File: src/rtl/serv_seq_pkg.sv
// Shared types and trap cause codes for the serv_seq instruction sequencer.
package serv_seq_pkg;

    typedef enum logic [2:0] {
        FETCH, RREQ, IDLE, INIT, MEM, SHIFT, RUN, TRAP
    } state_t;

    localparam logic [3:0] MCAUSE_INSN_MISALIGN  = 4'd0;
    localparam logic [3:0] MCAUSE_EBREAK         = 4'd3;
    localparam logic [3:0] MCAUSE_LOAD_MISALIGN  = 4'd4;
    localparam logic [3:0] MCAUSE_STORE_MISALIGN = 4'd6;
    localparam logic [3:0] MCAUSE_TIMER_IRQ      = 4'd7;
    localparam logic [3:0] MCAUSE_ECALL          = 4'd11;

    function automatic logic [3:0] env_cause(input logic ebreak);
        return ebreak ? MCAUSE_EBREAK : MCAUSE_ECALL;
    endfunction

endpackage

File: src/rtl/serv_seq_cnt.sv
// Beat counter: CW-bit counter that wraps after 32/W beats, exposing the LSB bit index.
module serv_seq_cnt #(
    parameter int W  = 1,
    parameter int CW = $clog2(32 / W)
) (
    input  logic       clk,
    input  logic       clr,
    input  logic       en,
    output logic [4:0] cnt,
    output logic       cnt_done
);
    localparam int SH = $clog2(W);

    logic [CW-1:0] count_reg;

    always_ff @(posedge clk) begin
        if (clr) begin
            count_reg <= '0;
        end else if (en) begin
            count_reg <= count_reg + 1'b1;
        end
    end

    assign cnt_done = en & (&count_reg);

    // Each beat covers W bits, so the bit index is the beat number shifted up.
    generate
        if (SH == 0) begin : g_narrow
            assign cnt = count_reg;
        end else begin : g_wide
            assign cnt = {count_reg, {SH{1'b0}}};
        end
    endgenerate

endmodule

File: src/rtl/serv_seq.sv
// Two-phase instruction sequencer for the W-bit serial core.
// Define SERV_SEQ_IRQ_EN to include the interrupt latch and the TRAP-on-irq path.
module serv_seq
    import serv_seq_pkg::*;
#(
    parameter int W              = 1,
    parameter int CW             = $clog2(32 / W),
    parameter bit RESET_PC_FETCH = 1'b1
) (
    input  logic       clk,
    input  logic       i_rst,
    output logic       o_ibus_cyc,
    input  logic       i_ibus_ack,
    output logic       o_rf_rreq,
    input  logic       i_rf_ready,
    input  logic       i_two_stage,
    input  logic       i_mem_op,
    input  logic       i_mem_we,
    input  logic       i_shift_op,
    input  logic       i_branch_op,
    input  logic       i_e_op,
    input  logic       i_ebreak,
    input  logic       i_take_branch,
    input  logic       i_ctrl_misalign,
    input  logic       i_mem_misalign,
    input  logic       i_sh_done,
    input  logic       i_new_irq,
    output logic       o_dbus_cyc,
    input  logic       i_dbus_ack,
    output logic       o_init,
    output logic       o_run,
    output logic       o_cnt_en,
    output logic       o_cnt_done,
    output logic       o_pc_en,
    output logic       o_trap,
    output logic [4:0] o_cnt,
    output logic [3:0] o_mcause,
    output logic       o_mcause_irq
);
    state_t     state_reg, state_next;
    logic [3:0] mcause_reg, trap_cause;
    logic       mcause_irq_reg, trap_irq, trap_entry;
    logic       irq_pending;
    logic       cnt_done;

    serv_seq_cnt #(.W(W), .CW(CW)) u_cnt (
        .clk      (clk),
        .clr      (i_rst),
        .en       (o_cnt_en),
        .cnt      (o_cnt),
        .cnt_done (cnt_done)
    );

    always_ff @(posedge clk) begin
        if (i_rst) begin
            state_reg <= RESET_PC_FETCH ? FETCH : IDLE;
        end else begin
            state_reg <= state_next;
        end
    end

    always_comb begin
        state_next = state_reg;
        trap_entry = 1'b0;
        trap_cause = mcause_reg;
        trap_irq   = 1'b0;
        case (state_reg)
            FETCH: if (i_ibus_ack) state_next = RREQ;
            RREQ:  state_next = IDLE;
            IDLE: begin
                if (i_rf_ready) begin
                    if (irq_pending) begin
                        state_next = TRAP;
                        trap_entry = 1'b1;
                        trap_cause = MCAUSE_TIMER_IRQ;
                        trap_irq   = 1'b1;
                    end else if (i_e_op) begin
                        state_next = TRAP;
                        trap_entry = 1'b1;
                        trap_cause = env_cause(i_ebreak);
                    end else begin
                        state_next = i_two_stage ? INIT : RUN;
                    end
                end
            end
            INIT: begin
                if (cnt_done) begin
                    if (i_mem_op && i_mem_misalign) begin
                        state_next = TRAP;
                        trap_entry = 1'b1;
                        trap_cause = i_mem_we ? MCAUSE_STORE_MISALIGN : MCAUSE_LOAD_MISALIGN;
                    end else if (i_mem_op) begin
                        state_next = MEM;
                    end else if (i_shift_op) begin
                        state_next = SHIFT;
                    end else if (i_branch_op && i_take_branch && i_ctrl_misalign) begin
                        state_next = TRAP;
                        trap_entry = 1'b1;
                        trap_cause = MCAUSE_INSN_MISALIGN;
                    end else begin
                        state_next = RUN;
                    end
                end
            end
            MEM:   if (i_dbus_ack) state_next = RUN;
            SHIFT: if (i_sh_done) state_next = RUN;
            RUN:   if (cnt_done) state_next = FETCH;
            TRAP:  if (cnt_done) state_next = FETCH;
            default: state_next = FETCH;
        endcase
    end

    // Cause is only rewritten on trap entry so CSR logic can read it afterwards.
    always_ff @(posedge clk) begin
        if (i_rst) begin
            mcause_reg     <= '0;
            mcause_irq_reg <= 1'b0;
        end else if (trap_entry) begin
            mcause_reg     <= trap_cause;
            mcause_irq_reg <= trap_irq;
        end
    end

`ifdef SERV_SEQ_IRQ_EN
    logic irq_pending_reg;

    // Held until the next instruction boundary so an irq never splits an instruction.
    always_ff @(posedge clk) begin
        if (i_rst || trap_entry) begin
            irq_pending_reg <= 1'b0;
        end else if (state_reg != TRAP) begin
            irq_pending_reg <= irq_pending_reg | i_new_irq;
        end
    end

    assign irq_pending = irq_pending_reg;
`else
    logic unused_new_irq;
    assign unused_new_irq = i_new_irq;
    assign irq_pending    = 1'b0;
`endif

    assign o_ibus_cyc   = (state_reg == FETCH);
    assign o_rf_rreq    = (state_reg == RREQ);
    assign o_dbus_cyc   = (state_reg == MEM);
    assign o_init       = (state_reg == INIT);
    assign o_trap       = (state_reg == TRAP);
    assign o_run        = (state_reg == RUN) || (state_reg == TRAP);
    assign o_pc_en      = o_run;
    assign o_cnt_en     = o_init || o_run;
    assign o_cnt_done   = cnt_done;
    assign o_mcause     = mcause_reg;
    assign o_mcause_irq = mcause_irq_reg;

endmodule

File: config.mk
export PLATFORM = sky130hd
export DESIGN_NAME = serv_seq
export DESIGN_NICKNAME = d
export VERILOG_FILES = /design/src/rtl/serv_seq_pkg.sv /design/src/rtl/serv_seq_cnt.sv /design/src/rtl/serv_seq.sv
export SDC_FILE = /design/constraint.sdc
export NUM_CORES = 1
export LEC_CHECK = 0
export BUFFER_PORTS_ARGS = -buffer_cell sky130_fd_sc_hd__buf_4
export CAP_MARGIN = 20
export CORE_MARGIN = 8
export CORE_UTILIZATION = 47
export CTS_CLUSTER_SIZE = 40
export DETAILED_ROUTE_END_ITERATION = 12
export HOLD_SLACK_MARGIN = 0.1
export PLACE_DENSITY_LB_ADDON = 0.05
export SYNTH_ARGS = -nofsm -noshare
export SYNTH_HDL_FRONTEND = slang
export SYNTH_SLANG_ARGS = --single-unit
File: constraint.sdc
create_clock -name clk -period 3.25 [get_ports clk]
set_input_delay 0.4875 -clock clk [delete_from_list [all_inputs] [get_ports clk]]
set_output_delay 0.4875 -clock clk [all_outputs]
set_load 0.005 [all_outputs]
==> key figures <==
Run status
  • Status: finished, final reports clean

Timing
  • Final setup margin: 1.189 ns
  • Minimum clock period: 2.061 ns
  • RSZ-0062 raised after global routing: false
  • Hold slack final: 0.4140 ns
  • Total Neg Setup Slack: 0 ns
  • Top achievable clock speed: 485.1 MHz
  • Final hold vios: 0
  • Final setup vio count: 0
  • Slew Limit Fails: 0
  • Clock Skew: 0.002230 ns
  • Final period utilization: 63.43%

Final layout
  • Max reg flops: 5
  • Post-route cell area: 997.2 um^2
  • # fillers: 141
  • Layout Nets: 138
  • Finished Layout Cells: 134
  • # diodes: 0
  • Layout cells sized above 1: 33.05%
  • Area growth, synth to finish: 36.24%

Synthesis
  • Post-synth EDFFs: 0
  • Most frequent cell after synthesis: dfxtp_1
  • Distinct cell type count after synthesis: 37
  • Synth Net Count: 107
  • Most common library cells after synthesis: 12 x dfxtp_1, 11 x nor2_1, 6 x nand2b_1
  • Mapped Cells: 88
  • Synth top area share: 32.82%
  • YS warnings: 0
  • Area leader, netlist: dfxtp_1
  • Register bit total from synthesis: 12
  • Synth top area cells: dfxtp_1 33%, nor2_1 5.6%, nand2b_1 5.1%, and2_1 3.4%, ha_1 3.4%
  • Seq/Total Area, Yosys: 32.82%
  • Cell Area, Synth: 732.0 um^2
  • Avg Cell Area, Syn: 8.318 um^2
  • Top FF cell, synth: dfxtp_1
  • Ys async rst share: 0%

Drt
  • Per-cell routed wire length: 13.56 um
  • ANT nets after route: 0
  • Vias/cell: 5.381
  • DR vias: 721
  • WL final: 1817 um
  • Iteration-0 DRC Markers: 12
  • DRC Markers: 0
  • First-pass DRT Iterations: 4

Placement
  • Placed Instances: 130
  • Pre-CTS WS: 1.478 ns
  • Placed instance area: 960.9 um^2
  • Port Buf Inserts: 33
  • Detailed Place HPWL: 1400 um
  • GP Congestion: 0.8044

Clocking
  • Clock slew at reported path FFs: 0.07 ns
  • Cts hold-fix bufs: 0
  • Post-CTS Setup Inserts: 0
  • Root buf cell: clkbuf_4
  • Htree depth: 1
  • CTS buffer count: 3
  • CTS tree: yes
  • Quantity of gates resized following cts: 0
  • CTS max path bufs: 2
  • Clock latency at the later pin of the worst-skew pair: 0.28 ns
  • CTS Sinks: 12

GRT
  • M3 GR Usage: 4.566%
  • Vias in the first global route: 701
  • Largest net degree at the start of global routing: 18
  • Global routing's busiest layer: met2
  • Antenna violations before repair: 0
  • Tot GR Track Use: 12.10%
  • Remaining Overflow, GRT: 0
  • First-pass GRT wire length: 3146 um
  • Met1 GRT Util: 13.74%
  • M2 GR Usage: 19.07%

Critical path
  • Crit end category: output port
  • Nature of the critical path startpoint: register
  • Crit Path Category: reg -> out
  • CP max FO: 5
  • Crit path DAT: 1.57 ns
  • Worst endpoint required time: 2.76 ns
  • Worst R2R Setup Slack: 1.43 ns

Pwr
  • Leakage: 0.4411 nW
  • Comb power frac: 36.2%
  • Switching share of total power: 34.28%
  • Reg power frac: 41.5%
  • Clock network fraction of total power: 22.2%
  • Cell-internal power: 0.3508 mW
  • P_sw: 0.1830 mW
  • Worst VDD drop: 0.3102 mV
  • Power per cell area: 535.3 nW/um^2

Floorplanning
  • Row count: 14
  • CORE AREA: 1489 um^2
  • Die Height: 55.47 um
  • I/O pin count: 36
  • Die Width: 55.47 um
  • Die ar.: 3076 um^2
  • Initial Utilization: 49.16%

Flow run
  • Max-Cap Viols: 0

Min path
  • HP Class: in -> reg
[layer usage]
layer,vias to the layer above,share of wire (%)
li1,378,-
met1,319,42
met2,20,50
met3,4,6.7
met4,0,1.4
met5,-,0
[kinds of logic (layout without fill, tap and decap cells)]
family / count (synthesis) / in the layout / synth area share [%]
muxes: 2 / 2 / 2.735
xor gates and xnor gates: 3 / 3 / 3.590
DFF: 12 / 12 / 32.82
and+or+nand+nor: 44 / 44 / 34.36
other: 1 / 1 / 0.5123
AOI/OAI and AO/OA: 17 / 17 / 17.26
adders and majority gates: 2 / 2 / 3.418
buffers and inverters: 7 / 37 / 5.298
[through the flow]
step / util, % / power, mW
after global placement: 64.54 / 0.4177
final: 66.97 / 0.5338
after global routing: 66.97 / 0.5795
after floorplan: - / 0.3445
after CTS: 66.97 / 0.5420
after detailed placement: 64.54 / 0.4202
[worst max-delay path, stage by stage, from the launching register on]
cell	delay [ns]
dfxtp_1	0.35
ha_1	0.22
and3_1	0.19
ha_1	0.25
and2_1	0.16
buf_4	0.13
[placed cells by master, fill, tap and decap left out, types with 2 or more instances in the layout]
master    Yosys  final
a211oi_1      2      2
nand2b_1      6      6
dfxtp_1      12     12
a21boi_0      2      2
xor2_1        2      2
a31oi_1       2      2
nor2_1       11     11
nand2_1       5      5
buf_4         2     33
o22ai_1       2      2
and2_1        4      4
ha_1          2      2
mux2i_1       2      2
nand3b_1      2      2
clkbuf_4      0      3
nor2b_1       2      2
o32ai_1       2      2
nand3_1       2      2
and3_1        2      2
nor3_1        3      3
[final timing paths]
kind / end / startpoint / cells past startpoint
min: o_mcause[3] / i_ebreak / 2
max reg2reg: o_mcause[1] / u_cnt.cnt[0] / 6
max: o_cnt_done / u_cnt.cnt[0] / 5
min reg2reg: o_mcause[0] / o_mcause[0] / 2
[final cells by class]
class | instances | area, um^2 | share of cell area (%)
timing repair buffer | 33 | 247.7 | 24.84
sequential | 12 | 240.2 | 24.09
clock buffer | 4 | 36.28 | 3.639
tap | 16 | 20.02 | 2.008
multi-input combinational | 69 | 452.9 | 45.42
[power groups by stage]
| stage | logic [mW] | registers, mW | clock network [mW] |
|---|---|---|---|
| detailed placement | 0.196 | 0.224 | 0 |
| CTS | 0.197 | 0.221 | 0.123 |
| floorplan | 0.152 | 0.192 | 0 |
| global placement | 0.195 | 0.223 | 0 |
| finish | 0.193 | 0.222 | 0.119 |
| global route | 0.220 | 0.231 | 0.129 |
Power figures use the tool's default switching activity.
